File: config.mk
export PLATFORM = sky130hd
export DESIGN_NAME = farm_vehicle_detector
export DESIGN_NICKNAME = d
export VERILOG_FILES = /design/src/rtl/farm_vehicle_detector.sv
export SDC_FILE = /design/constraint.sdc
export NUM_CORES = 1
export LEC_CHECK = 0
export ABC_AREA = 1
export CORE_AREA = 2 2 75 77
export CTS_CLUSTER_SIZE = 8
export DETAILED_ROUTE_END_ITERATION = 8
export DIE_AREA = 0 0 77 79
export GPL_TIMING_DRIVEN = 0
export PLACE_DENSITY = 0.41
export SETUP_SLACK_MARGIN = 0.2
export SYNTH_ARGS = -nofsm -noshare
export SYNTH_HDL_FRONTEND = slang
export SYNTH_SLANG_ARGS = --single-unit
export TNS_END_PERCENT = 1
File: constraint.sdc
create_clock -name clk -period 3.9 [get_ports clk]
set_input_delay 1.17 -clock clk [delete_from_list [all_inputs] [get_ports clk]]
set_output_delay 1.17 -clock clk [all_outputs]
set_load 0.03 [all_outputs]
File: src/rtl/farm_vehicle_detector.sv
// Farm-road sensor front end: debounces the vehicle loop, keeps a queue count,
// and shapes the farm-road request S around max-green and highway hold-off limits.
module farm_vehicle_detector #(
   parameter int DEBOUNCE      = 3,
   parameter int QW            = 4,
   parameter int DEPART_CYCLES = 2,
   parameter int MAX_GREEN     = 16,
   parameter int MIN_HWY_GREEN = 8
) (
   input  logic          clk,
   input  logic          rst,
   input  logic          loop_raw,
   input  logic [2:0]    light_farm,
   output logic          S,
   output logic [QW-1:0] queue_count,
   output logic          overflow,
   output logic          timeout,
   output logic          enc_err
);

   localparam int DBW = $clog2(DEBOUNCE + 1);
   localparam int DPW = $clog2(DEPART_CYCLES + 1);
   localparam int GW  = $clog2(MAX_GREEN + 1);
   localparam int HW  = $clog2(MIN_HWY_GREEN + 1);
   localparam logic [QW-1:0] Q_MAX = '1;

   typedef enum logic [2:0] {
      ST_IDLE,
      ST_REQUEST,
      ST_SERVE,
      ST_RELEASE,
      ST_HOLDOFF
   } state_t;

   state_t state, state_next;

   logic           sync1, sync2, deb_level, deb_prev;
   logic [DBW-1:0] deb_cnt;
   logic [DPW-1:0] dep_cnt;
   logic [GW-1:0]  green_cnt;
   logic [HW-1:0]  hold_cnt;
   logic           arrival, departure, dep_active;
   logic           farm_green, farm_red, enc_ok;
   logic           timeout_next;

   assign farm_green = (light_farm == 3'b001);
   assign farm_red   = (light_farm == 3'b100);
   assign enc_ok     = farm_green || farm_red || (light_farm == 3'b010);

   assign arrival    = deb_level && !deb_prev;
   assign dep_active = farm_green && (queue_count != '0);
   assign departure  = dep_active && (dep_cnt == DPW'(DEPART_CYCLES - 1));

   // Input path: synchronizer, then a level only accepted after DEBOUNCE stable mismatches.
   always_ff @(posedge clk) begin
      if (rst) begin
         sync1     <= 1'b0;
         sync2     <= 1'b0;
         deb_level <= 1'b0;
         deb_prev  <= 1'b0;
         deb_cnt   <= '0;
      end else begin
         sync1    <= loop_raw;
         sync2    <= sync1;
         deb_prev <= deb_level;
         if (sync2 != deb_level) begin
            if (deb_cnt == DBW'(DEBOUNCE - 1)) begin
               deb_level <= sync2;
               deb_cnt   <= '0;
            end else begin
               deb_cnt <= deb_cnt + DBW'(1);
            end
         end else begin
            deb_cnt <= '0;
         end
      end
   end

   always_ff @(posedge clk) begin
      if (rst) begin
         dep_cnt     <= '0;
         queue_count <= '0;
         overflow    <= 1'b0;
      end else begin
         if (!dep_active || departure) dep_cnt <= '0;
         else                          dep_cnt <= dep_cnt + DPW'(1);
         // Simultaneous arrival and departure cancel out.
         case ({arrival, departure})
            2'b10: begin
               if (queue_count == Q_MAX) overflow <= 1'b1;
               else                      queue_count <= queue_count + QW'(1);
            end
            2'b01:   queue_count <= queue_count - QW'(1);
            default: queue_count <= queue_count;
         endcase
      end
   end

   always_ff @(posedge clk) begin
      if (rst) begin
         state     <= ST_IDLE;
         green_cnt <= '0;
         hold_cnt  <= '0;
         timeout   <= 1'b0;
         enc_err   <= 1'b0;
      end else begin
         state     <= state_next;
         green_cnt <= (state == ST_SERVE)   ? green_cnt + GW'(1) : '0;
         hold_cnt  <= (state == ST_HOLDOFF) ? hold_cnt + HW'(1)  : '0;
         timeout   <= timeout_next;
         enc_err   <= !enc_ok;
      end
   end

   always_comb begin
      state_next   = state;
      timeout_next = 1'b0;
      case (state)
         ST_IDLE:    if (queue_count != '0) state_next = ST_REQUEST;
         ST_REQUEST: if (farm_green) state_next = ST_SERVE;
         ST_SERVE: begin
            if (queue_count == '0) begin
               state_next = ST_RELEASE;
            end else if (green_cnt == GW'(MAX_GREEN - 1)) begin
               state_next   = ST_RELEASE;
               timeout_next = 1'b1;
            end else if (!farm_green) begin
               state_next = ST_RELEASE;
            end
         end
         ST_RELEASE: if (farm_red) state_next = ST_HOLDOFF;
         ST_HOLDOFF: begin
            if (hold_cnt == HW'(MIN_HWY_GREEN - 1))
               state_next = (queue_count != '0) ? ST_REQUEST : ST_IDLE;
         end
         default:    state_next = ST_IDLE;
      endcase
   end

   // Request is a pure decode of the state register.
   assign S = (state == ST_REQUEST) || (state == ST_SERVE);

endmodule

== After elaboration in Yosys (flattened, before gate mapping) ==
Index checks and enable logic that the tools add are counted.
Storage, ports and cells
  bits in registers: 27
  bits of input ports: 6
  logic and storage cells: 78
Cells by class
  add/subtract/negate cells: 6
  equal/unequal tests: 21
  multiplexer cells: 12
  bitwise logic cells: 3
  reduce and logical (&&, ||, !) cells: 23
Operators by type and width (number)
  $mux W3: 7
  $pmux W3 S5: 1
  $eq A3 B2 Y1 const B: 3
  $add A4 B1 Y4 const B: 2
  $ne A2 B2 Y1 const B: 4
  $pmux W4 S2: 1
  $eq A3 B1 Y1 const B: 2
  $eq A3 B3 Y1 const B: 2
  $reduce_and A2 Y1: 3
  $reduce_or A2 Y1: 3
  $reduce_or A3 Y1: 2
  $add A5 B1 Y5 const B: 1
  $eq A5 B4 Y1 const B: 1
  $reduce_and A5 Y1: 1
  $add A2 B1 Y2 const B: 2
  $eq A2 B1 Y1 const B: 2
  $eq A2 B2 Y1 const B: 2
  $eq A4 B3 Y1 const B: 1
  $eq A4 B4 Y1 const B: 1
  $logic_not A4 Y1: 1
  $logic_or A1 B1 Y1: 4
  $mux W4: 1
  $ne A4 B2 Y1 const B: 1
  $reduce_bool A4 Y1: 1
  other kinds (9): 16

== Longest topological paths before layout ==
  depth in word-level cells: 6
  depth in mapped cells: 13

== Least setup slack after synthesis ==
No wires, ideal clock.
  path kind: input to register
  start point: in light_farm[1]
  end point: reg queue_count[2]
  library setup time: 0.116 ns
  arrival: 2.369 ns
  setup slack: 1.415 ns
  stages on the path: 13
  path buffers: 0
  cells stage by stage: inv_1 > nand2_2 > nor2_8 > nand3_4 > nor2_4 > nand2_1 > nand2_1 > inv_2 > ha_1 > a21oi_1 > xor2_1 > o211ai_1 > inv_1
Between the ends
  cells in the longest elaborated chain, start to end: 6
  elaborated cells on any way between the ends: 9
  classes of those cells: eq/ne: 4; mux: 1; reduce/logical: 4
Ends and longest elaborated chain
  start, declared: line 13  | input logic [2:0] light_farm,
  $eq A3 B1 Y1 *: line 46  | assign farm_green = (light_farm == 3'b001);
  $logic_and A1 B1 Y1 *: line 51  | assign dep_active = farm_green && (queue_count != '0);
  $logic_and A1 B1 Y1 *: line 52  | assign departure = dep_active && (dep_cnt == DPW'(DEPART_CYCLES - 1));
  $eq A2 B2 Y1 / $eq A2 B1 Y1 (equally long branches): line 88  | case ({arrival, departure})
  $ne A2 B2 Y1 (no line) / $reduce_bool A2 Y1 (equally long branches)
  $reduce_and A2 Y1 (no line)
  end signal, assigned: line 91  | else queue_count <= queue_count + QW'(1);
  end signal, assigned: line 93  | 2'b01: queue_count <= queue_count - QW'(1);
  end signal, assigned: line 94  | default: queue_count <= queue_count;
  end, declared: line 15  | output logic [QW-1:0] queue_count,
Every way passes the cells marked *; elsewhere a longest branch is shown, timed or not.
A chain may end at the register's enable or synchronous reset.

== Worst setup path after layout ==
  start point: reg state[1]
  end point: out S
Between the ends
  cells in the longest elaborated chain, start to end: 2
  elaborated cells on any way between the ends: 3
  classes of those cells: eq/ne: 2; reduce/logical: 1
Ends and longest elaborated chain
  start, declared: line 35  | state_t state, state_next;
  start signal, assigned: line 107  | state <= state_next;
  $eq A3 B1 Y1 / $eq A3 B2 Y1 (equally long branches): line 141  | assign S = (state == ST_REQUEST) || (state == ST_SERVE);
  $logic_or A1 B1 Y1 *: line 141
  end, declared: line 14  | output logic S,
Marks and branches as above.

==> flow_metrics.env <==
export IMPL_drt_pass1_iter_count=4
export IMPL_fin_tns_setup_ns=0
export IMPL_dp_slack_ns=0.8205
export IMPL_crit_path_start_kind="flop"
export IMPL_die_h_um=79
export IMPL_portBuffers=12
export IMPL_cp_depth=5
export IMPL_fin_cells=253
export IMPL_slew_viol_final=0
export IMPL_ys_types=28
export IMPL_placed_cells=249
export IMPL_hold_buffers=0
export IMPL_clock_latency_ns=0.28
export IMPL_fin_worst_skew_ns=0.003314
export IMPL_wl_met2_um=1051
export IMPL_clock_path_buffers=2
export IMPL_status="finished, final reports clean"
export IMPL_syn_cell_area_mm2=0.001266
export IMPL_grt_pass1_vias=953
export IMPL_vias=1024
export IMPL_r2r_cells=12
export IMPL_max_stage_delay_ns=0.67
export IMPL_rsz0062_at_grt="no"
export IMPL_worstPathArrival_ns=1.94
export IMPL_met1_length_um=1244
export IMPL_htreeDepth=1
export IMPL_grt_max_degree=18
export IMPL_root_buffer="clkbuf_8"
export IMPL_worstHoldPathCells=2
export IMPL_relSlewSlack_pct=66.34
export IMPL_cp_required_ns=2.73
export IMPL_ys_seq_area_share_pct=42.69
export IMPL_cts_repair_resized=0
export IMPL_synth_top_cell_area_share_pct=42.69
export IMPL_worst_path_max_delay_cell="clkdlybuf4s50_1"
export IMPL_area_delta_synth_final_pct=20.55
export IMPL_setup_ws_ns=0.7927
export IMPL_postCtsSetupBuffers=0
export IMPL_row_count=27
export IMPL_p_leak_nw=0.6124
export IMPL_ir_worst_vdd_mv=0.2798
export IMPL_drv_cap=0
export IMPL_post_synth_top_area_cell="dfxtp_1"
export IMPL_power_density_mw_per_mm2=377.3
export IMPL_wire_per_inst_um=9.530
export IMPL_grt_first_pass_wirelength_um=4222
export IMPL_grt_ovfl_total=0
export IMPL_post_route_period_util_pct=79.67
export IMPL_tightest_slew_ns=0.5049
export IMPL_hold_path_class="reg -> reg"
export IMPL_route_detailed_drc=0
export IMPL_core_area_mm2=0.005338
export IMPL_setup_violations=0
export IMPL_cp_end_kind="primary output"
export IMPL_drive_above_1_share_pct=8.287
export IMPL_antenna_found_initial=0
export IMPL_start_util_pct=23.72
export IMPL_grtUsageTotal_pct=8.491
export IMPL_route_met3_wl_um=90
export IMPL_io_pins=14
export IMPL_crit_buf_inv=3
export IMPL_crit_type="reg -> out"
export IMPL_diodes=0
export IMPL_hold_viol=0
export IMPL_clock_sinks=27
export IMPL_gp_congestion=0.7663
export IMPL_num_fill_cells=622
export IMPL_crit_path_cell_trace="inv_1 -> nor3_1 -> inv_1 -> nand2_1 -> clkdlybuf4s50_1"
export IMPL_synth_yosys_warnings=0
export IMPL_clock_fmax_mhz=321.8
export IMPL_die_area_mm2=0.006083
export IMPL_topRoutingLayerUsed="met4"
export IMPL_totalPowerFinal_uw=576.0
export IMPL_chipWidth_um=77
export IMPL_synthesis_nets=177
export IMPL_ys_seq_elements=27
export IMPL_netlist_instances=165
export IMPL_drt_iter0_markers=40
export IMPL_synthTopCellsByArea="dfxtp_1 43%, inv_1 8.9%, nand2_1 7.7%"
export IMPL_cpMostUsedCell="inv_1"
export IMPL_dp_hpwl_um=1860
export IMPL_viasPerCell=4.047
export IMPL_final_min_clock_period_ns=3.107
export IMPL_numCtsBuffers=3
export IMPL_ant_nets=0
export IMPL_wl_um=2411
export IMPL_path_max_fanout=4
export IMPL_clk_pin_slew_ns=0.10
export IMPL_fin_nets=194
export IMPL_crit_family="buffers and inverters"
export IMPL_cts_tree="done"
export IMPL_postSynthAreaPerCell_um2=7.674
## worst min-delay path: cells and delay by family, from the launching register on
kind	cells	cell delay [ns]
DFF	1	0.31
buffers and inverters	1	0.04
and+or+nand+nor	1	0.03
## through the flow
| stage | hold WS [ns] | instance area [um2] | utilization [%] |
|---|---|---|---|
| after floorplan | 0.3883 | 1266 | - |
| after detailed placement | 0.3984 | 1476 | 27.66 |
| after global routing | 0.4248 | 1526 | 28.60 |
| after global placement | 0.3897 | 1476 | 27.66 |
| after CTS | 0.4144 | 1526 | 28.60 |
| final | 0.4091 | 1526 | 28.60 |
## per-layer routing
| layer | track usage [%] | up-vias |
|---|---|---|
| met2 | 13.25 | 11 |
| met5 | 0 | - |
| li1 | - | 558 |
| met3 | 2.841 | 2 |
| met4 | 2.143 | 0 |
| met1 | 11.31 | 453 |
## flip-flops by register name (all words and copies together), names as in the netlist
name and flops:
hold_cnt 4, deb_prev 1, sync2 1, timeout 1
enc_err 1, green_cnt 5, state 3, deb_cnt 2
sync1 1, deb_level 1, queue_count 4, overflow 1
dep_cnt 2
## cells in the final DEF, fill, tap and decap left out, types with 2 or more instances in the layout
cell             instances
inv_1                   30
dfxtp_1                 27
nand2_1                 26
nor2_1                  22
clkdlybuf4s50_1         12
a21oi_1                 10
nand3_1                  8
ha_1                     6
nor3_1                   5
o21ai_0                  5
nand2_2                  3
o211ai_1                 3
clkbuf_8                 3
inv_2                    2
xor2_1                   2
nor3b_1                  2
## final timing paths
kind / slack (ns) / startpoint / to
setup / recovery: 0.79 / state[1]$_SDFFE_PP0P_ / S
hold / removal: 0.41 / sync1$_SDFF_PP0_ / sync2$_SDFF_PP0_
setup reg to reg: 2.07 / queue_count[0]$_SDFFE_PP0P_ / queue_count[2]$_SDFFE_PP0P_
hold reg to reg: 0.41 / sync1$_SDFF_PP0_ / sync2$_SDFF_PP0_
## cell type report
| type | count | area [um2] | area share, % |
|---|---|---|---|
| Multi-Input combinational cell | 105 | 601.8 | 39.43 |
| Sequential cell | 27 | 540.5 | 35.41 |
| Timing Repair Buffer | 12 | 120.1 | 7.869 |
| Inverter | 32 | 120.1 | 7.869 |
| Tap cell | 72 | 90.09 | 5.902 |
| Clock buffer | 3 | 41.29 | 2.705 |
| Clock inverter | 1 | 8.758 | 0.5738 |
| Buffer | 1 | 3.754 | 0.2459 |
## logic make-up after synthesis
family	synth area share, %
adders and majority gates	5.929
and+or+nand+nor	28.46
buffers and inverters	9.783
AOI/OAI and AO/OA	11.76
xor gates and xnor gates	1.384
DFF	42.69
## where the power goes
| group | switching, mW | total [mW] | internal, mW |
|---|---|---|---|
| sequential | 0.0111 | 0.299 | 0.288 |
| combinational | 0.0635 | 0.104 | 0.0401 |
| clock | 0.0979 | 0.173 | 0.0751 |
## cells in the mapped netlist
library cell	number
inv_1	30
dfxtp_1	27
nand2_1	26
nor2_1	22
a21oi_1	10
nand3_1	8
ha_1	6
nor3_1	5
o21ai_0	5
nand2_2	3
o211ai_1	3
inv_2	2
nor3b_1	2
xor2_1	2
a2111oi_0	1
a211oi_1	1
a21oi_2	1
a22oi_1	1
clkbuf_1	1
nand3_4	1
nand3b_1	1
nand4_2	1
nor2_4	1
nor2_8	1
nor4_1	1
o2111a_1	1
o21bai_1	1
or2_2	1
No activity file was read; power rests on OpenSTA's default activity.
